<file path="config.mk">
export PLATFORM = sky130hd
export DESIGN_NAME = minibyte_bus_ctrl
export DESIGN_NICKNAME = d
export VERILOG_FILES = /design/src/rtl/minibyte_bus_ctrl.sv
export SDC_FILE = /design/constraint.sdc
export NUM_CORES = 1
export LEC_CHECK = 0
export BUFFER_PORTS_ARGS = -buffer_cell sky130_fd_sc_hd__buf_2
export CAP_MARGIN = 10
export CORE_ASPECT_RATIO = 0.8
export CORE_MARGIN = 2
export CORE_UTILIZATION = 49
export DETAILED_ROUTE_END_ITERATION = 8
export GPL_ROUTABILITY_DRIVEN = 0
export GPL_TIMING_DRIVEN = 0
export PLACE_DENSITY = 0.85
export SETUP_SLACK_MARGIN = 0.05
export SYNTH_ARGS = -nofsm -noshare
export SYNTH_HDL_FRONTEND = slang
export SYNTH_SLANG_ARGS = --single-unit
</file>
<file path="constraint.sdc">
create_clock -name clk_in -period 2.6 [get_ports clk_in]
set_clock_uncertainty 0.15 [all_clocks]
set_input_delay 0.13 -clock clk_in [delete_from_list [all_inputs] [get_ports clk_in]]
set_output_delay 0.13 -clock clk_in [all_outputs]
set_load 0.005 [all_outputs]
</file>
<file path="src/rtl/minibyte_bus_ctrl.sv">
// -----------------------------------------------------------------------------
// minibyte_bus_ctrl
//
// External-bus controller that sits between the CPU memory port and the chip
// pins. A CPU address wider than the address pins is sent in two phases: first
// the upper bits with pin_ale_out high, then the lower bits. Programmable wait
// states separate the address and data phases. Accesses that fall in the
// region-mapped internal ROM are served without any external bus cycle.
//
// Every output is decoded from registered state only, so no input reaches an
// output combinationally.
//
// Ports
//   clk_in, rst_in       clock (rising edge), synchronous active-high reset
//   cpu_req_in           access request, sampled only in IDLE
//   cpu_we_in            1 = write, 0 = read, sampled with cpu_req_in
//   cpu_addr_in          access address (ADDR_W)
//   cpu_data_in          write data (DATA_W)
//   cpu_ack_out          one-cycle completion pulse
//   cpu_data_out         read data, held until the next read completes
//   busy_out             high in every state except IDLE
//   rom_en_in            1 = ROM region mapped in, sampled only in IDLE
//   rom_addr_out         internal ROM address
//   rom_data_in          combinational internal ROM data
//   pin_addr_out         multiplexed address pins
//   pin_ale_out          address-latch strobe, high in the upper-address phase
//   pin_we_out           external write enable
//   bus_data_in          data pins, input path
//   bus_data_out         data pins, output path
//   bus_oe_out           per-bit output enable (1 = drive)
// -----------------------------------------------------------------------------
module minibyte_bus_ctrl #(
  parameter int ADDR_W      = 10,
  parameter int PIN_ADDR_W  = 7,
  parameter int DATA_W      = 8,
  parameter int WAIT_STATES = 1,
  parameter int ROM_ADDR_W  = 5
) (
  input  logic                  clk_in,
  input  logic                  rst_in,
  input  logic                  cpu_req_in,
  input  logic                  cpu_we_in,
  input  logic [ADDR_W-1:0]     cpu_addr_in,
  input  logic [DATA_W-1:0]     cpu_data_in,
  output logic                  cpu_ack_out,
  output logic [DATA_W-1:0]     cpu_data_out,
  output logic                  busy_out,
  input  logic                  rom_en_in,
  output logic [ROM_ADDR_W-1:0] rom_addr_out,
  input  logic [DATA_W-1:0]     rom_data_in,
  output logic [PIN_ADDR_W-1:0] pin_addr_out,
  output logic                  pin_ale_out,
  output logic                  pin_we_out,
  input  logic [DATA_W-1:0]     bus_data_in,
  output logic [DATA_W-1:0]     bus_data_out,
  output logic [DATA_W-1:0]     bus_oe_out
);

  typedef enum logic [2:0] {
    S_IDLE,
    S_ADDR_HI,
    S_ADDR_LO,
    S_WAIT,
    S_DATA,
    S_ROM,
    S_ACK
  } state_e;

  // The upper-address phase only exists when the CPU address is wider than
  // the pins; the wait state only exists when wait cycles are configured.
  localparam bit         TWO_PHASE = (ADDR_W > PIN_ADDR_W);
  localparam bit         HAS_WAIT  = (WAIT_STATES > 0);
  localparam logic [3:0] WAIT_LOAD = 4'(WAIT_STATES);

  state_e              state_q,    state_d;
  logic [ADDR_W-1:0]   addr_q,     addr_d;
  logic                we_q,       we_d;
  logic [DATA_W-1:0]   wdata_q,    wdata_d;
  logic [DATA_W-1:0]   rdata_q,    rdata_d;
  logic [3:0]          wait_cnt_q, wait_cnt_d;

  logic                  rom_hit;
  logic [PIN_ADDR_W-1:0] addr_hi;
  logic [PIN_ADDR_W-1:0] addr_lo;

  // An address is in the ROM window when every bit above the ROM index is 0.
  // A shift keeps this legal even when the ROM spans the whole address space.
  assign rom_hit = ((cpu_addr_in >> ROM_ADDR_W) == '0);

  // Upper address is zero-extended to the pin width; a shift avoids a
  // reversed part-select when ADDR_W equals PIN_ADDR_W.
  assign addr_hi = PIN_ADDR_W'(addr_q >> PIN_ADDR_W);
  assign addr_lo = addr_q[PIN_ADDR_W-1:0];

  // ---------------------------------------------------------------------------
  // State and data registers
  // ---------------------------------------------------------------------------
  // NOTE: flops use non-blocking assignments so every register samples the
  // pre-edge values of the others, independent of statement order.
  always_ff @(posedge clk_in) begin
    if (rst_in) begin
      state_q    <= S_IDLE;
      addr_q     <= '0;
      we_q       <= 1'b0;
      wdata_q    <= '0;
      rdata_q    <= '0;
      wait_cnt_q <= '0;
    end else begin
      state_q    <= state_d;
      addr_q     <= addr_d;
      we_q       <= we_d;
      wdata_q    <= wdata_d;
      rdata_q    <= rdata_d;
      wait_cnt_q <= wait_cnt_d;
    end
  end

  // ---------------------------------------------------------------------------
  // Next state and state-decoded outputs
  // ---------------------------------------------------------------------------
  // NOTE: every signal written here gets a default first, so no path through
  // the case statement leaves one unassigned and no latch is inferred.
  always_comb begin
    state_d      = state_q;
    addr_d       = addr_q;
    we_d         = we_q;
    wdata_d      = wdata_q;
    rdata_d      = rdata_q;
    wait_cnt_d   = wait_cnt_q;

    cpu_ack_out  = 1'b0;
    rom_addr_out = '0;
    pin_addr_out = '0;
    pin_ale_out  = 1'b0;
    pin_we_out   = 1'b0;
    bus_data_out = '0;
    bus_oe_out   = '0;

    unique case (state_q)
      S_IDLE: begin
        if (cpu_req_in) begin
          addr_d  = cpu_addr_in;
          we_d    = cpu_we_in;
          wdata_d = cpu_data_in;
          if (rom_en_in && rom_hit) begin
            state_d = S_ROM;
          end else if (TWO_PHASE) begin
            state_d = S_ADDR_HI;
          end else begin
            state_d = S_ADDR_LO;
          end
        end
      end

      S_ADDR_HI: begin
        pin_addr_out = addr_hi;
        pin_ale_out  = 1'b1;
        state_d      = S_ADDR_LO;
      end

      S_ADDR_LO: begin
        pin_addr_out = addr_lo;
        if (HAS_WAIT) begin
          wait_cnt_d = WAIT_LOAD;
          state_d    = S_WAIT;
        end else begin
          state_d    = S_DATA;
        end
      end

      // The counter holds the number of wait cycles still to spend, including
      // the current one, so leaving at 1 gives exactly WAIT_STATES cycles.
      S_WAIT: begin
        pin_addr_out = addr_lo;
        if (wait_cnt_q == 4'd1) begin
          state_d = S_DATA;
        end else begin
          wait_cnt_d = wait_cnt_q - 4'd1;
        end
      end

      S_DATA: begin
        pin_addr_out = addr_lo;
        if (we_q) begin
          pin_we_out   = 1'b1;
          bus_oe_out   = {DATA_W{1'b1}};
          bus_data_out = wdata_q;
        end else begin
          rdata_d = bus_data_in;
        end
        state_d = S_ACK;
      end

      // ROM writes are dropped silently but still acknowledged.
      S_ROM: begin
        rom_addr_out = addr_q[ROM_ADDR_W-1:0];
        if (!we_q) begin
          rdata_d = rom_data_in;
        end
        state_d = S_ACK;
      end

      S_ACK: begin
        cpu_ack_out = 1'b1;
        state_d     = S_IDLE;
      end

      default: begin
        state_d = S_IDLE;
      end
    endcase
  end

  assign busy_out     = (state_q != S_IDLE);
  assign cpu_data_out = rdata_q;

endmodule

</file>
======== Word level (Yosys, flattened, before mapping) ========
Cells that the tools add are included.
storage, ports and cells
  register bits ........................... 34
  input port bits ......................... 39
  output and inout port bits .............. 40
  logic and storage cells ................. 50
operators by class
  add/subtract/negate cells ............... 1
  equality and inequality tests ........... 12
  multiplexer cells ....................... 19
  reduce and logical (&&, ||, !) cells .... 12
operators with widths
  kind                                                  count
  two-way mux 8 bit                                     6
  case mux 8 bit (2 select lines)                       1
  case mux 3 bit (5 select lines)                       1
  case mux 7 bit (2 select lines)                       1
  logical NOT 10 bit                                    1
  inequality test 2 bit (second input constant)         5
  equality test 3 bit (second input constant)           3
  two-way mux 3 bit                                     3
  case mux 4 bit (2 select lines)                       1
  equality test 3 x 2 -> 1 bit (second input constant)  2
  AND reduction 2 bit                                   3
  two-way mux 5 bit                                     1
  equality test 4 x 1 -> 1 bit (second input constant)  1
  two-way mux 1 bit                                     4
  two-way mux 4 bit                                     1
  nonzero test 2 bit                                    2
  subtractor 4 x 1 -> 4 bit (second input constant)     1
  equality test 3 x 1 -> 1 bit (second input constant)  1
  logical NOT 3 bit                                     1
  AND reduction 3 bit                                   1
  nonzero test 3 bit                                    1
  OR reduction 3 bit                                    1
  OR reduction 2 bit                                    1
  logical AND 1 bit                                     1

======== Logic depth before layout (Yosys ltp) ========
Gate-level depths: netlist of the first run.
  depth after elaboration ................. 5
  mapped depth ............................ 5
  mapped depth without buffers ............ 5

======== Least setup slack after synthesis of the first run ========
No wires, ideal clock.
  path type ............................... register to register
  start ................................... register wait_cnt_q[1]
  end ..................................... register wait_cnt_q[3]
  setup time .............................. 79 ps
  data arrival time ....................... 1414 ps
  data required time ...................... 2371 ps
  path slack .............................. 957 ps
  stages on the path, launching flop included .. 6
  path buffers ............................ 0
  clock period less this slack ............ 1643 ps
  cell sequence ........................... dfxtp_1 -> inv_1 -> ha_1 -> nor3b_1 -> or4_1 -> a211oi_2
between the ends
  longest elaborated chain between the ends .. 3
  elaborated cells on any way between the ends .. 6
  classes of those cells .................. add/sub: 1; eq/ne: 2; mux: 2; reduce/logical: 1
ends and longest elaborated chain
  what                                                                       line      source
  start: declaration                                                         80        logic [3:0] wait_cnt_q, wait_cnt_d;
  start signal: assignment                                                   114       wait_cnt_q <= wait_cnt_d;
  subtractor 4 x 1 -> 4 bit or equality test 4 x 1 -> 1 bit (tied branches)  178, 175
  two-way mux 4 bit or inequality test 2 bit (tied branches)                 -
  case mux 4 bit (2 select lines) or AND reduction 2 bit (tied branches)     -
Several ways; a longest one is shown, not always the timed one. The select of a mux whose other input is x is not followed.
A chain may end at the register's enable or synchronous reset.

======== Worst setup path in the final report of the first run ========
  start ................................... register state_q[2]
  end ..................................... output bus_data_out[5]
between the ends
  longest elaborated chain between the ends .. 2
ends and longest elaborated chain
  what                      line  source
  start: declaration        75    state_e state_q, state_d;
  start signal: assignment  109   state_q <= state_d;
  equality test 3 bit       139   unique case (state_q)
  two-way mux 8 bit         139
  end: declaration          55    output logic [DATA_W-1:0] bus_data_out,
No other way between the ends.

==> results.json, run 1 <==
{
  "avgViaCountPerCell": 5.02,
  "cts-root-buf": "clkbuf_8",
  "portBuffers": 77,
  "insertion_delay_ns": 0.28,
  "dp_cells": 319,
  "startpoint_type": "flip-flop",
  "grt_setup_unrepaired": "no",
  "max_stage_delay_ns": 0.54,
  "synth_edf_count": 0,
  "setup_viol_count_final": 0,
  "start_util_pct": 52.4,
  "syn_nets": 243,
  "hold_viol": 0,
  "syn2layout_area_growth_pct": 42.9,
  "async_flop_share_pct": 0,
  "syn-instance-count": 202,
  "die_area_um2": 3880,
  "synth_top_area_share_pct": 40.9,
  "grt_pass1_vias": 1543,
  "ys_warn_count": 0,
  "period_needed_ns": 2.25,
  "crit_path_cell_trace": "nor2b_1 -> and3_1 -> and2_1 -> buf_2",
  "drv_slew": 0,
  "critPathRequiredTime_ns": 2.32,
  "crit_fanout": 17,
  "rows": 18,
  "drive_gt1_share_pct": 34.5,
  "final_cell_count_no_fill": 344,
  "wl_um": 4280,
  "core_region_area_um2": 3180,
  "firstDrtPassIters": 4,
  "syn_area_um2": 1670,
  "power.leakage_nw": 1.16,
  "clk_pin_slew_ns": 0.07,
  "synth_area_leader_cell": "dfxtp_1",
  "final_nets": 346,
  "synth.area.top_cells": "dfxtp_1 41%, nand2_1 8.6%, a21oi_1 6.9%",
  "antenna_left": 0,
  "ys_seq_area_share_pct": 40.9,
  "fmax_mhz": 444,
  "hpwl_um": 2860,
  "cp_slowest_cell": "and3_1",
  "cts_made_buffers": 5,
  "grt_antenna_before_repair": 0,
  "die_w_um": 69.2,
  "vdd_drop_max_mv": 0.355,
  "max_slew_margin_pct": 53.6,
  "grt-ovfl-total": 0,
  "antennaDiodeCount": 0,
  "drtIter0Drc": 38,
  "ios": 79,
  "cap_violations": 0,
  "synth-seq-cells": 34,
  "avgRoutedWirePerCell_um": 12.4,
  "grt.total_usage_pct": 22.6,
  "num_vias": 1727,
  "synth_cell_types": 34,
  "utilization_pct": 74.9,
  "outcome": "completed",
  "grt_max_degree": 18,
  "ys.flop_type": "dfxtp_1",
  "grt_pass1_wl_um": 7070,
  "clock-sinks": 34,
  "clk_path_buf_depth": 2,
  "hold_path_class": "primary input to flip-flop",
  "die_h_um": 56.1,
  "cts_tree": "built",
  "fin_crit_sh_pct": 86.7,
  "synth_area_per_cell_um2": 8.24,
  "tightest_slew_ns": 0.694,
  "post_cts_buffers": 0,
  "cp_data_arrival_time_ns": 1.97,
  "h-tree-depth": 2,
  "critical_path.endpoint_type": "output pin",
  "num-fill-cells": 245,
  "path_class": "flip-flop to output pin",
  "path_buf_inv": 1,
  "drc_errors": 0,
  "tns_ns": 0,
  "power.density_nw_per_um2": 498,
  "critPathTopFamily": "simple AND/OR/NAND/NOR gates"
}
worst min-delay path, cell delays in order:
cell and delay [ns]:
buf_2 0.09, o21ai_0 0.07, a21oi_1 0.13
what timing repair did:
item | 4_1_cts | 5_1_grt
setup endpoints to repair | 0 | 16
gates resized for setup | 0 | 0
hold endpoints to repair | 20 | 0
hold buffers | 20 | 0
cells in the mapped netlist (2+ instances only):
library cell	number
or4_1	2
o21ai_0	3
and3_1	7
clkbuf_1	4
nor3b_1	2
nor2b_1	4
dfxtp_1	34
nand2_1	38
nor3_1	2
a22o_1	3
buf_4	10
mux2i_1	8
or3_1	3
and2_1	12
nor2_1	10
inv_1	4
a21oi_1	23
a211oi_1	10
buf_2	7
ha_1	2
cell type report:
class	count	area, um^2	share of cell area [%]
plain buffers	21	125	5.26
clock buffers	6	82.6	3.47
inverters	4	15.0	0.631
multi-input cells	142	841	35.3
flip-flops and latches	34	681	28.6
well taps	40	50.0	2.10
repair buffers	97	586	24.6
through the flow:
step	power (mW)	setup WS [ns]	hold WS, ns	cell area (um^2)
2_1_floorplan	0.715	0.957	0.116	1670
3_3_place_gp	0.786	0.544	0.221	2100
3_5_place_dp	0.790	0.541	0.228	2100
4_1_cts	1.18	0.229	0.0328	2380
5_1_grt	1.24	0.148	0.0467	2380
6_report	1.18	0.347	0.0291	2380
power by group:
group          internal [mW]  switching, mW  leakage [nW]
Sequential             0.554         0.0202         0.277
Clock                  0.204          0.175        0.0431
Combinational          0.110          0.122         0.837
cells in the final DEF (no fill, tap or decap), drive strengths merged:
cell	count
nand3b	1
nand2b	1
buf	95
or3b	1
clkbuf	9
mux2i	8
nor2b	4
a211oi	11
inv	4
a31oi	1
o211ai	1
nor2	10
or4b	1
nor4	1
o21ai	3
dfxtp	34
or4	2
or3	3
nand2	38
a21o	1
ha	2
nor3	2
nand4b	1
or2	1
and2	12
nor3b	3
and3	7
a22o	3
dlygate4sd3	20
nor4b	1
a21oi	23
path summary, 6_finish.rpt:
| check | from | endpoint | slack (ns) | cells after the start |
|---|---|---|---|---|
| setup reg to reg | wait_cnt_q[1]$_SDFFE_PP0P_ | wait_cnt_q[3]$_SDFFE_PP0P_ | 0.83 | 5 |
| setup / recovery | state_q[2]$_SDFFE_PP0P_ | bus_data_out[5] | 0.35 | 4 |
| hold / removal | cpu_req_in | state_q[0]$_SDFFE_PP0P_ | 0.03 | 3 |
| hold reg to reg | wdata_q[1]$_SDFFE_PP0P_ | wdata_q[1]$_SDFFE_PP0P_ | 0.30 | 2 |
metal layers:
layer / GRT usage [%] / vias up / wire length [um]
met2: 37.8 / 71 / 2000
met1: 28.2 / 757 / 1860
met5: 0 / - / 0
li1: - / 891 / -
met3: 5.25 / 8 / 337
met4: 9.24 / 0 / 85
cells by family after synthesis:
group,Yosys count,synth area share (%)
buffers and inverters,26,8.64
muxes,8,4.81
adders and majority gates,2,1.50
AOI/OAI and AO/OA,43,15.9
and+or+nand+nor,89,28.2
DFF,34,40.9
state kept, by name, summed over array words and instances (netlist names):
signal / count
addr_q: 10
cpu_data_out: 8
state_q: 3
wait_cnt_q: 4
wdata_q: 8
we_q: 1
Note: power is estimated with default switching activity, not from simulation.
==> run 2: changes to the inputs <==
--- a/config.mk
+++ b/config.mk
@@ -16,2 +16,3 @@
 export PLACE_DENSITY = 0.85
+export RECOVER_POWER = 25
 export SETUP_SLACK_MARGIN = 0.05
==> constraint.sdc (replaced) <==
create_clock -name clk_in -period 2.6 [get_ports clk_in]
set_clock_uncertainty 0.15 [all_clocks]
set_input_delay 0.26 -clock clk_in [delete_from_list [all_inputs] [get_ports clk_in]]
set_output_delay 0.26 -clock clk_in [all_outputs]
set_load 0.005 [all_outputs]
==> run 2 against run 1 <==
Against the previous run: final cell count shrank 5.8%; worst setup slack lost 0.075 ns; fmax shrank 3.2%; register-to-register slack lost 0.35 ns; cell area shrank 9.4%; global-route usage shrank 2.7 points; hold slack gained 0.032 ns; count of clock-buffer cells in the layout is the same; power shrank 3.0%; combinational power shrank 13%; sequential cell count is the same; sequential power is essentially flat; critical path type unchanged; critical endpoint unchanged; largest cell class unchanged; largest power group unchanged.
==> results.json, run 2 (synthesis results as in run 1) <==
{
  "outcome": "completed",
  "holdBufCountCts": 0,
  "clk_path_buf_depth": 2,
  "worstHoldStart": "cpu_addr_in[4]",
  "h-tree-depth": 2,
  "start_util_pct": 52.4,
  "portBuffers": 77,
  "vdd_drop_max_mv": 0.334,
  "clock-sinks": 34,
  "power.density_nw_per_um2": 533,
  "die_w_um": 69.2,
  "grt_setup_unrepaired": "no",
  "die_area_um2": 3880,
  "ios": 79,
  "power.leakage_nw": 1.06,
  "core_region_area_um2": 3180,
  "grt_max_degree": 18,
  "wl_um": 3790,
  "startpoint_type": "flip-flop",
  "cap_violations": 0,
  "critPathRequiredTime_ns": 2.19,
  "drc_errors": 0,
  "num-fill-cells": 285,
  "period_needed_ns": 2.33,
  "tns_ns": 0,
  "hold_viol": 0,
  "grt.total_usage_pct": 20.0,
  "grt_pass1_wl_um": 6320,
  "min_path_cells": 3,
  "antenna_left": 0,
  "p_total_mw": 1.15,
  "drtIter0Drc": 52,
  "syn2layout_area_growth_pct": 29.5,
  "ff2ff_path_depth": 5,
  "largest_reg_flops": 10,
  "max_slew_margin_pct": 47.9,
  "top_register": "addr_q",
  "hold_path_class": "primary input to flip-flop",
  "firstDrtPassIters": 4,
  "grt_antenna_before_repair": 0,
  "antennaDiodeCount": 0,
  "final_cell_mix": "82 x buf_2, 38 x nand2_1, 34 x dfxtp_1, 23 x a21oi_1, 12 x and2_1",
  "avgRoutedWirePerCell_um": 11.7,
  "post_cts_buffers": 0,
  "cts_tree": "built",
  "crit_start": "state_q[2]$_SDFFE_PP0P_",
  "clk_pin_slew_ns": 0.06,
  "path_class": "flip-flop to output pin",
  "rr_startpoint": "state_q[2]$_SDFFE_PP0P_",
  "num_vias": 1628,
  "seq_area_um2": 681,
  "tightest_slew_ns": 0.780,
  "rows": 18,
  "drive_gt1_share_pct": 35.2,
  "cts_resized": 0,
  "layout_commonest_cell": "buf_2",
  "multi_input_area_um2": 823,
  "die_h_um": 56.1,
  "timing.hold.worst_endpoint": "addr_q[4]$_SDFFE_PP0P_",
  "crit_fanout": 17,
  "r2r_slack_ns": 0.48,
  "fmax_mhz": 430,
  "final_nets": 326,
  "insertion_delay_ns": 0.28,
  "grt_pass1_vias": 1399,
  "cts-root-buf": "clkbuf_8",
  "avgViaCountPerCell": 5.02,
  "setup_viol_count_final": 0,
  "cp_data_arrival_time_ns": 1.92,
  "grt-ovfl-total": 0,
  "critical_path.endpoint_type": "output pin",
  "cts_made_buffers": 5,
  "fin_crit_sh_pct": 89.5,
  "hpwl_um": 2860,
  "r2r_end": "cpu_data_out[4]$_SDFFE_PP0P_",
  "drv_slew": 0
}
## run 2: changes by cell type in the layout (fill, tap and decap cells not counted), sizes merged
cell	previous run	this run
dlygate4sd3	20	0
buf	95	92
clkbuf	9	12
## run 2: worst max-delay path by stage
| stage | end | slack (ns) | cells past startpoint |
|---|---|---|---|
| after floorplan | bus_data_out[0] | 0.84 | 4 |
| after global placement | bus_data_out[0] | 0.41 | 5 |
| after detailed placement | bus_oe_out[2] | 0.41 | 5 |
| after CTS | bus_oe_out[2] | 0.1 | 5 |
| after global routing | bus_data_out[0] | 0.06 | 4 |
| final | bus_data_out[5] | 0.27 | 4 |
## run 2: where the power goes
part / internal, mW / total [mW] / leakage (nW) / switching [mW]
registers: 0.554 / 0.573 / 0.277 / 0.0191
clock network: 0.204 / 0.374 / 0.0431 / 0.170
logic: 0.0884 / 0.202 / 0.737 / 0.114
## run 2: layer usage
layer / vias to the layer above / GRT usage, % / wire length, um / part of all wire [%]
li1: 846 / - / - / -
met1: 696 / 26.3 / 1770 / 47
met2: 74 / 29.9 / 1560 / 41
met3: 12 / 5.98 / 370 / 9.8
met4: 0 / 9.24 / 92 / 2.4
met5: - / 0 / 0 / 0
## run 2: cell type report
class	count	share of cell area [%]
Timing Repair Buffer	77	17.8
Tap cell	40	2.32
Sequential cell	34	31.6
Multi-Input combinational cell	142	38.2
Inverter	4	0.696
Buffer	21	5.57
Clock buffer	6	3.83
## run 2: metrics by stage
stage / instance area, um^2 / cells / utilization [%] / setup slack (ns) / hold slack [ns]
2_1_floorplan: 1670 / 202 / - / 0.841 / 0.246
3_3_place_gp: 2100 / 319 / 66.2 / 0.414 / 0.287
3_5_place_dp: 2100 / 319 / 66.2 / 0.411 / 0.292
4_1_cts: 2180 / 325 / 68.8 / 0.0988 / 0.0610
5_1_grt: 2160 / 324 / 67.9 / 0.0582 / 0.0667
6_report: 2160 / 324 / 67.9 / 0.272 / 0.0613
## run 2: critical path: stages, from the launching register on
cell,delay [ns]
dfxtp_1,0.36
nor2b_1,0.43
and3_1,0.55
and2_1,0.19
buf_2,0.10
==> run 3: changes to the inputs <==
CORE_MARGIN = unset   (was 2)
==> run 3 against run 2 <==
Against the previous run: via count up 0.61%; fmax is 2.4% lower; critical endpoint is now bus_data_out[0]; global-route usage grew 3.4 points; die area fell by 6.4%.
==> results.json, run 3 (synthesis results as in run 1) <==
{
  "cts_tree": "built",
  "num_vias": 1638,
  "path_buf_inv": 1,
  "h-tree-depth": 2,
  "drc_errors": 0,
  "utilization_pct": 68.5,
  "path_class": "flip-flop to output pin",
  "core_region_area_um2": 3150,
  "drive_gt1_share_pct": 33.6,
  "antennaDiodeCount": 0,
  "start_util_pct": 52.8,
  "postLayoutSetupSlackWorst_ns": 0.214,
  "critPathTopFamily": "simple AND/OR/NAND/NOR gates",
  "critical_path.endpoint_type": "output pin",
  "period_needed_ns": 2.39,
  "portBuffers": 77,
  "max_stage_delay_ns": 0.56,
  "die_area_um2": 3640,
  "hpwl_um": 2850,
  "final_nets": 326,
  "cp_slowest_cell": "and3_1",
  "firstDrtPassIters": 5,
  "grt_setup_unrepaired": "no",
  "avgViaCountPerCell": 5.02,
  "hold_slack_ns": 0.0563,
  "outcome": "completed",
  "grt_pass1_wl_um": 6140,
  "tightest_slew_ns": 0.800,
  "setup_viol_count_final": 0,
  "die_h_um": 54.1,
  "tns_ns": 0,
  "post-place-ws_ns": 0.377,
  "grt-ovfl-total": 0,
  "crit_path_cell_trace": "nor2b_1 -> and3_1 -> and2_1 -> buf_2",
  "clock-sinks": 34,
  "vdd_drop_max_mv": 0.356,
  "layout_commonest_cell": "buf_2",
  "cts-root-buf": "clkbuf_8",
  "cp_data_arrival_time_ns": 1.98,
  "largest_reg_flops": 10,
  "clk_path_buf_depth": 2,
  "insertion_delay_ns": 0.28,
  "rows": 18,
  "final_cell_mix": "77 x buf_2, 38 x nand2_1, 34 x dfxtp_1, 23 x a21oi_1",
  "top_register": "addr_q",
  "critPathRequiredTime_ns": 2.19,
  "drv_slew": 0,
  "syn2layout_area_growth_pct": 29.6,
  "die_w_um": 67.2,
  "hold_viol": 0,
  "cts_resized": 0,
  "cts_made_buffers": 5,
  "avgRoutedWirePerCell_um": 11.8,
  "cap_violations": 0,
  "power.leakage_nw": 1.04,
  "grt.total_usage_pct": 23.4,
  "dp_cells": 319,
  "final_cell_count_no_fill": 326,
  "startpoint_type": "flip-flop",
  "antenna_left": 0,
  "clk_pin_slew_ns": 0.07,
  "grt_antenna_before_repair": 0,
  "drtIter0Drc": 46,
  "max_slew_margin_pct": 46.5,
  "fin_crit_sh_pct": 91.8,
  "ios": 79,
  "post_cts_buffers": 0,
  "holdBufCountCts": 0,
  "grt_pass1_vias": 1393,
  "fmax_mhz": 419,
  "wl_um": 3840,
  "crit_fanout": 17,
  "hold_path_class": "primary input to flip-flop",
  "grt_max_degree": 18,
  "power.density_nw_per_um2": 545
}
run 3: cell types whose count changed in the layout (fill, tap and decap cells not counted):
| cell | change |
|---|---|
| buf_2 | -5 |
| clkbuf_1 | +6 |
| buf_4 | -1 |
| clkinvlp_4 | +1 |
| clkinv_2 | +1 |
run 3: where the power goes:
part | switching (mW) | internal (mW)
Sequential | 0.0197 | 0.554
Combinational | 0.113 | 0.0876
Clock | 0.189 | 0.213
Total | 0.322 | 0.854
run 3: worst paths after layout:
| check | slack (ns) | end | start | cells past startpoint |
|---|---|---|---|---|
| hold reg to reg | 0.30 | addr_q[6]$_SDFFE_PP0P_ | addr_q[6]$_SDFFE_PP0P_ | 2 |
| hold / removal | 0.06 | wdata_q[7]$_SDFFE_PP0P_ | cpu_data_in[7] | 3 |
| setup reg to reg | 0.26 | cpu_data_out[3]$_SDFFE_PP0P_ | state_q[2]$_SDFFE_PP0P_ | 5 |
| setup / recovery | 0.21 | bus_data_out[0] | state_q[2]$_SDFFE_PP0P_ | 4 |
run 3: final cells by class:
type	instances	area, um^2
fill	270	995
multi-input combinational	142	823
sequential	34	681
timing repair buffer	77	378
buffer	21	116
clock buffer	6	82.6
tap	40	50.0
inverter	4	15.0
clock inverter	2	12.5
run 3: per-stage QoR:
step | area [um^2] | power, mW
floorplan | 1670 | 0.715
global placement | 2100 | 0.784
detailed placement | 2100 | 0.789
CTS | 2200 | 1.19
global route | 2160 | 1.23
finish | 2160 | 1.18
run 3: layer usage:
layer	wire length, um	GRT usage [%]
met2	1700	38.8
met5	0	0
met1	1750	28.2
met4	42	11.0
met3	345	6.36
run 3: worst reg2reg max path, stage by stage, from the launching register on:
cell,delay (ns)
dfxtp_1,0.35
clkbuf_1,0.34
nor3b_1,0.71
clkbuf_1,0.41
nor2_1,0.08
a211oi_1,0.21
